File: src/rtl/axi_dma_copy.sv
// Descriptor-driven AXI4 copy engine: read burst -> local buffer -> write burst -> B, repeated.
// Strictly one AXI channel active at a time; every valid holds its payload until ready.
module axi_dma_copy #(
    parameter int MAX_BURST_BEATS = 16,
    parameter int LEN_W           = 32
) (
    input  logic             clk,
    input  logic             rst,
    input  logic             cmd_valid,
    output logic             cmd_ready,
    input  logic [63:0]      cmd_src,
    input  logic [63:0]      cmd_dst,
    input  logic [LEN_W-1:0] cmd_len,
    output logic             busy,
    output logic             done,
    output logic             err,
    output logic             m_axi_awvalid,
    input  logic             m_axi_awready,
    output logic [63:0]      m_axi_awaddr,
    output logic [7:0]       m_axi_awlen,
    output logic [2:0]       m_axi_awsize,
    output logic             m_axi_wvalid,
    input  logic             m_axi_wready,
    output logic [255:0]     m_axi_wdata,
    output logic [31:0]      m_axi_wstrb,
    output logic             m_axi_wlast,
    input  logic             m_axi_bvalid,
    output logic             m_axi_bready,
    output logic             m_axi_arvalid,
    input  logic             m_axi_arready,
    output logic [63:0]      m_axi_araddr,
    output logic [7:0]       m_axi_arlen,
    output logic [2:0]       m_axi_arsize,
    input  logic             m_axi_rvalid,
    output logic             m_axi_rready,
    input  logic [255:0]     m_axi_rdata,
    input  logic             m_axi_rlast
);
    localparam int         IW   = (MAX_BURST_BEATS > 1) ? $clog2(MAX_BURST_BEATS) : 1;
    localparam logic [8:0] MAXB = 9'(MAX_BURST_BEATS);

    typedef enum logic [2:0] {S_IDLE, S_AR, S_R, S_AW, S_W, S_B, S_DONE} state_t;

    state_t           r_state, w_next;
    logic [63:0]      r_src, r_dst;
    logic [LEN_W-1:0] r_beats_left;
    logic [8:0]       r_burst, r_cnt;
    logic             r_err;
    logic [255:0]     r_buf [MAX_BURST_BEATS];

    logic             w_desc_bad, w_last_beat;
    logic [LEN_W-1:0] w_cmd_beats, w_left_after;
    logic [7:0]       w_len8;
    logic [63:0]      w_step;

    function automatic logic [8:0] f_burst(input logic [LEN_W-1:0] beats);
        return (beats > LEN_W'(MAX_BURST_BEATS)) ? MAXB : beats[8:0];
    endfunction

    assign w_desc_bad   = (cmd_len == '0) || (cmd_len[4:0] != 5'd0) ||
                          (cmd_src[4:0] != 5'd0) || (cmd_dst[4:0] != 5'd0);
    assign w_cmd_beats  = cmd_len >> 5;
    assign w_left_after = r_beats_left - LEN_W'(r_burst);
    assign w_last_beat  = (r_cnt == r_burst - 9'd1);
    assign w_len8       = (r_burst == 9'd0) ? 8'd0 : 8'(r_burst - 9'd1);
    assign w_step       = {50'd0, r_burst, 5'd0};

    always_comb begin
        w_next        = r_state;
        cmd_ready     = 1'b0;
        busy          = 1'b0;
        done          = 1'b0;
        err           = r_err;
        m_axi_arvalid = 1'b0;
        m_axi_rready  = 1'b0;
        m_axi_awvalid = 1'b0;
        m_axi_wvalid  = 1'b0;
        m_axi_wlast   = 1'b0;
        m_axi_wdata   = '0;
        m_axi_bready  = 1'b0;
        m_axi_araddr  = r_src;
        m_axi_awaddr  = r_dst;
        m_axi_arlen   = w_len8;
        m_axi_awlen   = w_len8;
        m_axi_arsize  = 3'd5;
        m_axi_awsize  = 3'd5;
        m_axi_wstrb   = 32'hFFFF_FFFF;
        case (r_state)
            S_IDLE: begin
                cmd_ready = 1'b1;
                if (cmd_valid && !w_desc_bad) w_next = S_AR;
            end
            S_AR: begin
                busy          = 1'b1;
                m_axi_arvalid = 1'b1;
                if (m_axi_arready) w_next = S_R;
            end
            S_R: begin
                busy         = 1'b1;
                m_axi_rready = 1'b1;
                if (m_axi_rvalid && w_last_beat) w_next = S_AW;
            end
            S_AW: begin
                busy          = 1'b1;
                m_axi_awvalid = 1'b1;
                if (m_axi_awready) w_next = S_W;
            end
            S_W: begin
                busy         = 1'b1;
                m_axi_wvalid = 1'b1;
                m_axi_wlast  = w_last_beat;
                m_axi_wdata  = r_buf[r_cnt[IW-1:0]];
                if (m_axi_wready && w_last_beat) w_next = S_B;
            end
            S_B: begin
                busy         = 1'b1;
                m_axi_bready = 1'b1;
                if (m_axi_bvalid) w_next = (w_left_after == '0) ? S_DONE : S_AR;
            end
            S_DONE: begin
                done   = 1'b1;
                w_next = S_IDLE;
            end
            default: w_next = S_IDLE;
        endcase
    end

    always_ff @(posedge clk or posedge rst) begin
        if (rst) begin
            r_state      <= S_IDLE;
            r_src        <= '0;
            r_dst        <= '0;
            r_beats_left <= '0;
            r_burst      <= '0;
            r_cnt        <= '0;
            r_err        <= 1'b0;
        end else begin
            r_state <= w_next;
            r_err   <= 1'b0;
            case (r_state)
                S_IDLE: begin
                    if (cmd_valid) begin
                        if (w_desc_bad) begin
                            r_err <= 1'b1;
                        end else begin
                            r_src        <= cmd_src;
                            r_dst        <= cmd_dst;
                            r_beats_left <= w_cmd_beats;
                            r_burst      <= f_burst(w_cmd_beats);
                        end
                    end
                end
                S_AR: r_cnt <= '0;
                S_R:  if (m_axi_rvalid) r_cnt <= w_last_beat ? 9'd0 : r_cnt + 9'd1;
                S_W:  if (m_axi_wready) r_cnt <= w_last_beat ? 9'd0 : r_cnt + 9'd1;
                S_B: begin
                    if (m_axi_bvalid) begin
                        r_src        <= r_src + w_step;
                        r_dst        <= r_dst + w_step;
                        r_beats_left <= w_left_after;
                        r_burst      <= f_burst(w_left_after);
                    end
                end
                default: ;
            endcase
        end
    end

    always_ff @(posedge clk) begin
        if (r_state == S_R && m_axi_rvalid) r_buf[r_cnt[IW-1:0]] <= m_axi_rdata;
    end

    // Beat counting alone ends the burst; rlast is only cross-checked here.
    always_ff @(posedge clk) begin
        if (!rst && r_state == S_R && m_axi_rvalid) assert (m_axi_rlast == w_last_beat);
    end
endmodule

File: config.mk
export PLATFORM = sky130hd
export DESIGN_NAME = axi_dma_copy
export DESIGN_NICKNAME = d
export VERILOG_FILES = /design/src/rtl/axi_dma_copy.sv
export SDC_FILE = /design/constraint.sdc
export NUM_CORES = 2
export LEC_CHECK = 0
export CAP_MARGIN = 0
export CORE_MARGIN = 4
export CORE_UTILIZATION = 35
export CTS_BUF_LIST = sky130_fd_sc_hd__clkbuf_4
export DETAILED_ROUTE_END_ITERATION = 10
export GPL_TIMING_DRIVEN = 0
export PLACE_DENSITY = 0.5
export SLEW_MARGIN = 5
export SYNTH_ARGS = -nofsm -noshare
export SYNTH_HDL_FRONTEND = slang
export SYNTH_SLANG_ARGS = --single-unit
export TNS_END_PERCENT = 5
File: constraint.sdc
create_clock -name clk -period 24.5 [get_ports clk]
set_clock_uncertainty 0.1 [all_clocks]
set_input_delay 2.45 -clock clk [delete_from_list [all_inputs] [get_ports clk]]
set_output_delay 2.45 -clock clk [all_outputs]
set_load 0.02 [all_outputs]
Yosys cells after proc, flatten, opt, wreduce, memory -nomap -nowiden

Memories as Yosys holds them, arrays and structs flattened.
Cells that the tools add are included.

Equal/unequal tests: 17
$add $sub $neg: 5
Reductions and logical operators: 21
Multiplexer cells: 46
Order comparisons: 2

Operators with widths:

| cell                                                | count |
|---|---|
| two-way mux 64 bit                                  | 6 |
| two-way mux 256 bit                                 | 1 |
| case mux 64 bit (2 select lines)                    | 2 |
| adder 64 x 14 -> 64 bit                             | 2 |
| two-way mux 32 bit                                  | 3 |
| two-way mux 9 bit                                   | 8 |
| zero test 32 bit                                    | 2 |
| case mux 32 bit (2 select lines)                    | 1 |
| > comparator 32 x 5 -> 1 bit, second input constant | 1 |
| subtractor 32 x 9 -> 32 bit                         | 1 |
| > comparator 27 x 5 -> 1 bit, second input constant | 1 |
| case mux 9 bit (3 select lines)                     | 1 |
| two-way mux 3 bit                                   | 7 |
| inequality test 2 bit, second input constant        | 10 |
| case mux 3 bit (6 select lines)                     | 1 |
| case mux 9 bit (2 select lines)                     | 1 |
| nonzero test 5 bit                                  | 3 |
| two-way mux 1 bit                                   | 14 |
| adder 9 x 1 -> 9 bit, second input constant         | 1 |
| equality test 3 bit, second input constant          | 3 |
| equality test 9 bit                                 | 1 |
| zero test 9 bit                                     | 1 |
| subtractor 9 x 1 -> 9 bit, second input constant    | 1 |
| two-way mux 8 bit                                   | 1 |
| 12 further kinds                                    | 18 |

Memories kept: 1
RAM bits: 4096
Bits of input ports: 425
Output and inout port bits: 448
Register bits after elaboration: 182

Memory list:

| name  | depth | width | read ports | clocked after memory_dff | write ports | line | text |
|---|---|---|---|---|---|---|---|
| r_buf | 16    | 256   | 1          | 0                        | 1           | 49   | `logic [255:0] r_buf [MAX_BURST_BEATS];` |

Logic depth before layout (Yosys ltp)

Depth in word-level cells: 8
Gate-level depth with buffers: 13

Least setup slack after synthesis

Ideal clock, no wire load.

Path kind: input -> register
Start: input m_axi_rvalid
End: memory r_buf[1][0], enable pin
Arrival: 20295 ps
Required time: 23214 ps
Library setup time: 1186 ps
Setup slack: 2919 ps
Stages on the path: 5
Path through: nor2b_1 and3_1 clkbuf_1 nand2_1 nor3_1

Longest elaborated chain between the ends: 3

RTL lines:

| what                                    | line | text |
|---|---|---|
| start, declared                         | 34   | `input logic m_axi_rvalid,` |
| logical AND 1 bit                       | 170  | `if (r_state == S_R && m_axi_rvalid) r_buf[r_cnt[IW-1:0]] <= m_axi_rdata;` |
| two-way mux 1 bit                       | 170  |  |
| two-way mux 1 bit (implied by the code) | 170  |  |
| end, declared                           | 49   |  |

No other way between the ends.

Worst setup path in the final report

Start: register r_cnt[0]
End: output m_axi_wdata[72]

Longest elaborated chain between the ends: 2

RTL lines:

| what                   | line | text |
|---|---|---|
| start, declared        | 47   | `logic [8:0] r_burst, r_cnt;` |
| start signal, assigned | 154  | `S_R: if (m_axi_rvalid) r_cnt <= w_last_beat ? 9'd0 : r_cnt + 9'd1;` |
| start signal, assigned | 155  | `S_W: if (m_axi_wready) r_cnt <= w_last_beat ? 9'd0 : r_cnt + 9'd1;` |
| memory (16 x 256 bit)  | n/a  |  |
| two-way mux 256 bit    | 88   | `case (r_state)` |
| end, declared          | 24   | `output logic [255:0] m_axi_wdata,` |

No other way between the ends.

==> flow_summary.yaml <==
status:
  status: "completed"
worst_setup_path:
  slowest_stage: "buf_1"
  r2r_start: "r_cnt[0]"
  crit_family: "buffers and inverters"
  cp-end-kind: "output pin"
  r2r-end: "r_buf[2][150]"
  rrSetupSlack_ps: 18370
  cp_max_fo: 10
  path_buf_inv: 6
  start_kind: "flip-flop"
  reg2regPathDepth: 16
  cp.arrival_ps: 7140
  cp_cell_sequence: "clkbuf_1 > clkbuf_1 > clkbuf_2 > buf_16 > buf_1 > mux4_2 > mux4_2 > and2_1 > clkdlybuf4s50_1"
  worstSetupPathType: "reg2out"
  cpPeakStageDelay_ps: 930
  cp.required_ps: 21950
yosys:
  avgSynthCellArea_um2: 22.1
  yosysWarningCount: 0
  ys_types: 77
  synth_area_um2: 168000
  synth-main-ff-cell: "edfxtp_1"
  syn_inst: 7569
  ys_ff_latch: 4278
  ys_seq_area_share_pct: 76.2
  synth-edff-count: 4096
  synthArstFlopShare_pct: 4.25
placement:
  port_buffers: 832
  place_hpwl_mm: 377
  gp_congestion: 0.895
die:
  row_count: 253
  start_util_pct: 35.2
  die_height_um: 700
  core_area_um2: 476000
  die_area_um2: 490000
  die_w_um: 700
  ioPinCount: 873
cts:
  clock_latency_ps: 1710
  cts_tree: "done"
  clkTransAtPathRegs_ps: 50
  clock_path_buffers: 5
  numCtsBuffers: 1224
  cts_max_level: 7
  cts_resized: 0
  hold_buffers: 0
  cts_sinks: 4278
  postCtsSetupRepairBufs: 0
  root_buffer: "clkbuf_4"
pwr:
  sequentialPowerShare_pct: 43.5
  p_comb_share_pct: 24.6
  power_frac_clock_pct: 32.0
  p_int_w: 0.0137
  leakagePower_nw: 65.5
  p_sw_w: 0.00581
  ir_drop_uv: 51.0
  swShare_pct: 29.7
  pwr_density_cell_nw_per_um2: 95.4
global_route:
  antenna_found_initial: 155
  grt_pass1_vias: 97800
  grt_max_degree: 93
  grt_pass1_wl_mm: 770
  grt_overflow: 0
  track_usage_pct: 22.7
drt:
  num_vias: 92400
  avgRoutedWirePerCell_um: 32.4
  final_antenna_net_count: 0
  drt_wl_total_mm: 559
  viasPerCell: 5.36
  dr.pass1.iters: 5
  drt_iter0_drc: 9149
  route.detailed.drc: 0
layout:
  area_growth_pct: 22.4
  fill_cells: 41800
  final_layout_size_suffix_gt1_share_pct: 33.3
  layout_commonest_cell: "edfxtp_1"
  layout_common_cells: "edfxtp_1, clkbuf_4, mux4_2"
  nets: 10500
  post-route-util_pct: 43.1
sta:
  worstMarginPinSlew_ps: 1380
  rsz0062_at_grt: "no"
  period_share_pct: 39.5
  min_period_ps: 9690
  setup_violations: 0
  fmax_mhz: 103
  hold_viol_final: 0
  holdWs_ps: 386
  setup_tns_ps: 0
  drv_slew: 0
  relSlewSlack_pct: 7.56
min_path:
  whs_endpoint: "m_axi_awaddr[1]"
  min_from: "m_axi_awaddr[1]"
  hold_path.class: "reg2reg"
  hold_depth: 1
run:
  drv_cap: 0
## power by group through the flow
stage	clock [W]	sequential [W]	combinational [W]
after floorplan	0	0.00871	0.00273
after global placement	0	0.00886	0.00478
after detailed placement	0	0.00865	0.00489
after CTS	0.00647	0.00849	0.00490
after global routing	0.00691	0.00851	0.00509
final	0.00625	0.00850	0.00480
## layer usage
metal | global-route usage (%) | part of all wire (%) | vias up | wire [um]
met4 | 9.33 | 3.6 | 72 | 20300
met3 | 6.16 | 7.3 | 1029 | 40800
met2 | 38.1 | 50 | 4168 | 281000
met5 | 0 | 0.083 | - | 466
li1 | - | - | 37800 | -
met1 | 27.9 | 39 | 49400 | 216000
## worst max-delay path by stage
stage	start	endpoint	slack (ps)	cells after the start
3_5_place_dp	r_cnt[0]	m_axi_wdata[60]	16010	9
2_1_floorplan	m_axi_rvalid	r_buf[1][0]	2920	5
3_3_place_gp	m_axi_rvalid	r_buf[0][145]	-28150	6
6_report	r_cnt[0]	m_axi_wdata[72]	14810	9
4_1_cts	r_cnt[0]	m_axi_wdata[60]	14040	9
5_1_grt	r_cnt[0]	m_axi_wdata[60]	14050	9
## layout make-up
type | instances | area, um^2 | area share, %
Antenna cell | 55 | 138 | 0.0672
Multi-Input combinational cell | 2830 | 38200 | 18.6
Timing Repair Buffer | 1223 | 14800 | 7.20
Clock inverter | 229 | 1100 | 0.537
Buffer | 462 | 1960 | 0.957
Clock buffer | 1753 | 13200 | 6.42
Inverter | 35 | 139 | 0.0678
Sequential cell | 4278 | 128000 | 62.2
Tap cell | 6375 | 7980 | 3.89
## cell usage after synthesis (26+ instances only)
master,instances,area [um^2]
inv_1,33,124
nand2_1,150,563
mux4_2,1280,28800
o22ai_1,43,269
nand4_1,31,194
clkbuf_1,310,1160
and2_1,282,1760
edfxtp_1,4096,123000
o21ai_0,109,546
buf_1,105,394
nor2_1,174,653
nor3_1,46,230
ha_1,33,413
and3_1,36,225
a211oi_1,26,195
buf_4,46,345
nand3_1,61,305
a21oi_1,162,811
dfrtp_1,182,4550
## state kept, by name, indices dropped and copies added, names as in the netlist
name / cells
m_axi_araddr: 64
r_buf: 4096
r_burst: 9
r_cnt: 9
err: 1
r_beats_left: 32
m_axi_awaddr: 64
r_state: 3
## cell families after synthesis
kind of cell    share of synthesized area, %
flops                                   76.2
mux                                     17.2
simple gates                            2.79
compound gates                          2.10
buf+inv                                 1.22
xor+xnor                               0.210
fa+ha+maj                              0.282
other cells                          0.00448
## metrics by stage
stage               cell area, um^2  power (W)  setup WS [ps]  std cells
floorplan                    168000     0.0114           2920       7605
global placement             184000     0.0136         -28150      14800
detailed placement           191000     0.0135          16010      15200
CTS                          205000     0.0199          14040      17200
global route                 205000     0.0205          14050      17200
finish                       205000     0.0195          14810      17200
Power figures use the tool's default switching activity.
